[src/rtl/uart_pkg.sv]
// Shared types and defaults for the FIFO-fed UART transmitter.
package uart_pkg;

    typedef enum logic [1:0] {IDLE, START, DATA, STOP} uart_state_t;

    localparam int UART_DATA_WIDTH           = 8;
    localparam int UART_CLKS_PER_BIT_DEFAULT = 868;

endpackage

[src/rtl/fifo_uart_tx.sv]
// Pops words from a show-ahead FIFO and serialises each as start, LSB-first data, stop.
//  state | meaning
//  IDLE  | line high, pop the FIFO head as soon as it is non-empty
//  START | drive start bit (0) for one bit period
//  DATA  | drive shift_q[0] per bit period, shifting right between bits
//  STOP  | drive stop bit (1); done tick in its last cycle
module fifo_uart_tx
    import uart_pkg::*;
#(
    parameter int DATA_WIDTH   = UART_DATA_WIDTH,
    parameter int CLKS_PER_BIT = UART_CLKS_PER_BIT_DEFAULT
) (
    input  logic                  clk,
    input  logic                  reset_n,
    input  logic                  fifo_empty,
    input  logic [DATA_WIDTH-1:0] fifo_r_data,
    output logic                  fifo_rd,
    output logic                  tx,
    output logic                  tx_busy,
    output logic                  tx_done_tick
);

    localparam int BAUD_W = (CLKS_PER_BIT > 1) ? $clog2(CLKS_PER_BIT) : 1;
    localparam int IDX_W  = (DATA_WIDTH > 1) ? $clog2(DATA_WIDTH) : 1;
    localparam logic [BAUD_W-1:0] BAUD_LAST = BAUD_W'(CLKS_PER_BIT - 1);
    localparam logic [BAUD_W-1:0] BAUD_PRE  = BAUD_W'(CLKS_PER_BIT - 2);
    localparam logic [IDX_W-1:0]  IDX_LAST  = IDX_W'(DATA_WIDTH - 1);

    uart_state_t           state_q, state_d;
    logic [BAUD_W-1:0]     baud_cnt;
    logic [IDX_W-1:0]      bit_idx;
    logic [DATA_WIDTH-1:0] shift_q;
    logic [DATA_WIDTH-1:0] shift_nxt;
    logic                  baud_done;

    assign baud_done = (baud_cnt == BAUD_LAST);
    assign shift_nxt = shift_q >> 1;
    // Gated with reset_n so no pop can leak out while the block is held in reset.
    assign fifo_rd   = reset_n && (state_q == IDLE) && !fifo_empty;

    always_comb begin
        state_d = state_q;
        case (state_q)
            IDLE:    if (fifo_rd) state_d = START;
            START:   if (baud_done) state_d = DATA;
            DATA:    if (baud_done && (bit_idx == IDX_LAST)) state_d = STOP;
            STOP:    if (baud_done) state_d = IDLE;
            default: state_d = IDLE;
        endcase
    end

    always_ff @(posedge clk or negedge reset_n) begin
        if (!reset_n) begin
            state_q      <= IDLE;
            baud_cnt     <= '0;
            bit_idx      <= '0;
            shift_q      <= '0;
            tx           <= 1'b1;
            tx_busy      <= 1'b0;
            tx_done_tick <= 1'b0;
        end else begin
            state_q <= state_d;
            case (state_q)
                IDLE: begin
                    tx           <= 1'b1;
                    tx_done_tick <= 1'b0;
                    if (fifo_rd) begin
                        shift_q  <= fifo_r_data;
                        baud_cnt <= '0;
                        tx       <= 1'b0;
                        tx_busy  <= 1'b1;
                    end
                end
                START: begin
                    if (baud_done) begin
                        baud_cnt <= '0;
                        bit_idx  <= '0;
                        tx       <= shift_q[0];
                    end else begin
                        baud_cnt <= baud_cnt + BAUD_W'(1);
                    end
                end
                DATA: begin
                    if (baud_done) begin
                        baud_cnt <= '0;
                        shift_q  <= shift_nxt;
                        if (bit_idx == IDX_LAST) begin
                            bit_idx <= '0;
                            tx      <= 1'b1;
                        end else begin
                            bit_idx <= bit_idx + IDX_W'(1);
                            tx      <= shift_nxt[0];
                        end
                    end else begin
                        baud_cnt <= baud_cnt + BAUD_W'(1);
                    end
                end
                STOP: begin
                    // Registered tick: armed one cycle early so it lands in the final stop cycle.
                    tx_done_tick <= (baud_cnt == BAUD_PRE);
                    if (baud_done) begin
                        baud_cnt     <= '0;
                        tx_busy      <= 1'b0;
                        tx_done_tick <= 1'b0;
                    end else begin
                        baud_cnt <= baud_cnt + BAUD_W'(1);
                    end
                end
                default: begin
                    tx      <= 1'b1;
                    tx_busy <= 1'b0;
                end
            endcase
        end
    end

endmodule

[config.mk]
export PLATFORM = sky130hd
export DESIGN_NAME = fifo_uart_tx
export DESIGN_NICKNAME = d
export VERILOG_FILES = /design/src/rtl/uart_pkg.sv /design/src/rtl/fifo_uart_tx.sv
export SDC_FILE = /design/constraint.sdc
export NUM_CORES = 1
export LEC_CHECK = 0
export ABC_AREA = 1
export BUFFER_PORTS_ARGS = -buffer_cell sky130_fd_sc_hd__clkbuf_2
export CAP_MARGIN = 10
export CORE_MARGIN = 5
export CORE_UTILIZATION = 62
export CTS_CLUSTER_SIZE = 30
export DETAILED_ROUTE_END_ITERATION = 6
export PLACE_DENSITY = 0.83
export SETUP_SLACK_MARGIN = 0.02
export SLEW_MARGIN = 20
export SYNTH_ARGS = -nofsm -noshare
export SYNTH_HDL_FRONTEND = slang
export SYNTH_SLANG_ARGS = --single-unit
[constraint.sdc]
create_clock -name clk -period 3.9 [get_ports clk]
set_input_delay 1.17 -clock clk [delete_from_list [all_inputs] [get_ports clk]]
set_output_delay 1.17 -clock clk [all_outputs]
set_load 0.02 [all_outputs]
# Yosys cells after proc, flatten, opt, wreduce, memory -nomap -nowiden
# Cells that the tools add are included.
# totals
register_bits,26
out_inout_bits,4
elab_cells,60
# op_classes
addsub,2
eq_ne,11
muxes,25
reduce_logical,15
# ops
operator,count
$eq A10 B10 Y1 const B,2
$mux W10,2
$pmux W10 S2,1
$mux W8,2
$pmux W8 S2,1
$reduce_and A3 Y1,4
$add A10 B1 Y10 const B,1
$ne A2 B2 Y1 const B,5
$mux W3,3
$mux W2,4
$pmux W2 S4,1
$mux W1,7
$pmux W3 S2,1
$reduce_bool A2 Y1,3
$eq A2 B2 Y1 const B,2
$pmux W1 S2,2
$reduce_and A4 Y1,1
$add A3 B1 Y3 const B,1
$eq A3 B3 Y1 const B,1
$logic_and A1 B1 Y1,3
$pmux W1 S3,1
$reduce_bool A3 Y1,1
$reduce_or A3 Y1,1
$eq A2 B1 Y1 const B,1
other kinds (2),2

# Logic depth before layout (Yosys ltp)
# depth
word_depth,5
mapped_depth,10
ltp_nobuf,9

# Worst setup path after synthesis
# No wires, ideal clock.
# synth_timing
kind,input port to output port
start,input port fifo_empty
end,output port fifo_rd
t_arrival_ps,1483
required_ps,2730
slack_ps,1247
stages,3
path_buffers,0
path_cell_list,inv_1 nand3_4 inv_1
# synth_between
elab_chain_len,2
# synth_lines
item,line_no,rtl
"start, declared",fifo_uart_tx.sv:15,"input logic fifo_empty,"
$logic_not A1 Y1,fifo_uart_tx.sv:39,assign fifo_rd = reset_n && (state_q == IDLE) && !fifo_empty;
$logic_and A1 B1 Y1,fifo_uart_tx.sv:39,
"end, declared",fifo_uart_tx.sv:17,"output logic fifo_rd,"
# No other way between the ends.

# Worst setup path in the final report
# Same ends and word-level chain as after synthesis.

==> impl_metrics.tcl <==
set metrics [dict create \
    max-slew-margin-rel_pct 66.0 \
    avgSynthCellArea_sq_um 7.94 \
    power_frac_comb_pct 49.7 \
    grt_usage_pct 20.6 \
    cts_hold_buf 0 \
    seq_area_sq_um 652 \
    wl_met3_microns 176 \
    power_frac_seq_pct 39.6 \
    grt-ovfl-total 0 \
    arrival_ns 1.73 \
    drc 0 \
    ctsResizeCount 0 \
    nets 225 \
    status "finished, final reports clean" \
    cp_max_fo 3 \
    num_antenna_cells 0 \
    cpPeakStageDelay_ns 0.18 \
    endpoint "fifo_rd" \
    fill_cells 190 \
    clk_pin_slew_worst_paths_ns 0.14 \
    hold_viol 0 \
    routed-wl-met2_microns 1560 \
    synthArstFlopShare_pct 100 \
    synthTopCellsByArea "dfrtp_1 41%, nand2_1 14%, ha_1 6.6%" \
    finalCritPeriodShare_pct 74.4 \
    top_layer "met4" \
    yosysMostFrequentCell "nand2_1" \
    ant_nets 0 \
    syn_nets 209 \
    crit_family "buffers and inverters" \
    crit_required_ns 2.73 \
    rsz0062_at_grt "false" \
    synth_top_area_cell "dfrtp_1" \
    cp_num_cells 5 \
    synth_flop_cell "dfrtp_1" \
    drt_iter0_markers 30 \
    dieArea_sq_mm 0.00352 \
    synthCells 190 \
    crit_path_start "fifo_empty" \
    start_kind "input pin" \
    grt_max_degree 27 \
    endpoint_kind "output port" \
    dpl.hpwl_microns 2480 \
    drive_above_1_share_pct 14.1 \
    clk_latency_ns 0.33 \
    io-pin-count 15 \
    p_per_area_mw_per_mm2 713 \
    ctsRootBufferMaster "clkbuf_4" \
    io_buffers 14 \
    wl_per_cell_microns 13.8 \
    final.setup.tns_ns 0 \
    multi_input_area_sq_um 727 \
    ir_worst_vdd_v 0.000463 \
    clockBufferDepth 2 \
    min_path_cells 2 \
    leakagePower_nw 0.862 \
    rows 17 \
    critPathBufInv 4 \
    core_sq_mm 0.00228 \
    cp_slowest_cell "clkbuf_2" \
    intPower_w 0.000612 \
    switching_power_w 0.000543 \
    ys_warn_count 0 \
    drv_slew 0 \
    fin_util_pct 71.1 \
    synth_cell_types 30 \
    swShare_pct 47.0 \
    hold_slack_ns 0.498 \
    finalClockSkew_ns 0.0128 \
    synth_seq_cells 26 \
    timing.rr.end "shift_q[6]" \
    via_per_inst 5.55 \
    antenna_found_initial 0 \
    vias 1292 \
    r2r_slack_ns 1.98 \
    syn_area_sq_mm 0.00151 \
    dr.pass1.iters 6 \
    die_x_microns 59.3 \
    area_growth_pct 7.39 \
    synth-edff-count 0 \
    routed_wl_microns 3230 \
    cts-htree-levels 1 \
    worstMarginPinSlew_ns 0.509 \
    met1Wirelength_microns 1410 \
    grt_pass1_vias 1313 \
    max_freq_mhz 345 \
    setup_viol_count_final 0 \
    synthTopCellsByCount "56 x nand2_1, 26 x inv_1, 25 x dfrtp_1" \
    r2r_cells 8 \
    die_h_microns 59.3 \
    place.gp.congestion 0.865 \
    yosys.area.top_type_share_pct 41.5 \
    grt_pass1_wl_microns 5550 \
    cap_viol_max_count 0 \
    ys_seq_area_share_pct 43.2 \
    hp-class "reg -> reg" \
    p_total_w 0.00116 \
    cts_made_buffers 3 \
    cts_tree "built" \
    reg2reg_from "state_q[0]" \
    cts_sinks 26 \
    critPathKind "in -> out" \
    cts_setup_buffers 0 \
    finalCriticalPeriod_ns 2.90 \
    start_util_pct 66.2 \
    crit_chain "clkbuf_2 -> inv_1 -> nand3_4 -> inv_1 -> clkbuf_2" \
    p_clk_share_pct 10.7 \
]
==> cell usage in the layout (no fill, tap or decap), types with 2 or more instances in the layout <==
master / count
a21oi_1: 3
clkbuf_2: 14
clkbuf_4: 3
dfrtp_1: 25
ha_1: 8
inv_1: 26
nand2_1: 56
nand2_2: 2
nand3_1: 12
nand4_1: 3
nor2_1: 9
nor2_4: 2
o21ai_0: 14
o21ai_1: 8
o22ai_1: 3
xor2_1: 3
==> area by class of cell <==
type / count / share of cell area [%]
Multi-Input combinational cell: 133 / 44.9
Sequential cell: 26 / 40.3
Inverter: 27 / 6.26
Timing Repair Buffer: 15 / 4.79
Tap cell: 28 / 2.16
Clock buffer: 4 / 1.62
==> tightest hold or removal path, stage by stage (launching register included) <==
cell and delay [ns]:
dfrtp_1 0.38, nand2_1 0.05, nand2_1 0.05
==> flip-flops by register name (all words and copies together) (netlist names) <==
signal and cells:
baud_cnt 10, shift_q 8, bit_idx 3, state_q 2
tx 1, tx_busy 1, tx_done_tick 1
==> metal layers <==
layer  global-route usage [%]  vias up
met4                     9.71        0
met2                     33.1       33
met1                     25.9      612
met5                        0        -
li1                         -      635
met3                     5.01       12
==> worst min-delay path by stage <==
stage | start | end | slack [ns]
after CTS | bit_idx[2] | bit_idx[2] | 0.50
final | bit_idx[2] | bit_idx[2] | 0.50
after detailed placement | bit_idx[2] | bit_idx[2] | 0.47
after floorplan | bit_idx[1] | bit_idx[1] | 0.45
after global placement | bit_idx[1] | bit_idx[1] | 0.46
after global routing | bit_idx[2] | bit_idx[2] | 0.52
==> logic make-up (layout without fill, tap and decap cells) <==
| kind of cell | after synthesis | in the layout | share of synthesized area (%) |
|---|---|---|---|
| xor gates and xnor gates | 4 | 4 | 2.32 |
| AOI/OAI and AO/OA | 32 | 32 | 12.2 |
| buffers and inverters | 31 | 46 | 8.55 |
| DFF | 26 | 26 | 43.2 |
| adders and majority gates | 8 | 8 | 6.64 |
| muxes | 1 | 1 | 0.664 |
| and+or+nand+nor | 88 | 88 | 26.4 |
==> metrics by stage <==
step,cells,instance area (sq um),worst slack (ns)
2_1_floorplan,190,1510,1.25
3_3_place_gp,229,1590,1.05
3_5_place_dp,229,1590,0.995
4_1_cts,233,1620,0.993
5_1_grt,233,1620,0.948
6_report,233,1620,0.998
==> power by group through the flow <==
| stage | sequential [W] | combinational [W] | clock [W] |
|---|---|---|---|
| floorplan | 0.000448 | 0.000464 | 0 |
| global route | 0.000472 | 0.000655 | 0.000141 |
| detailed placement | 0.000461 | 0.000569 | 0 |
| CTS | 0.000456 | 0.000571 | 0.000124 |
| global placement | 0.000451 | 0.000535 | 0 |
| finish | 0.000457 | 0.000574 | 0.000123 |
No activity file was read; power rests on OpenSTA's default activity.
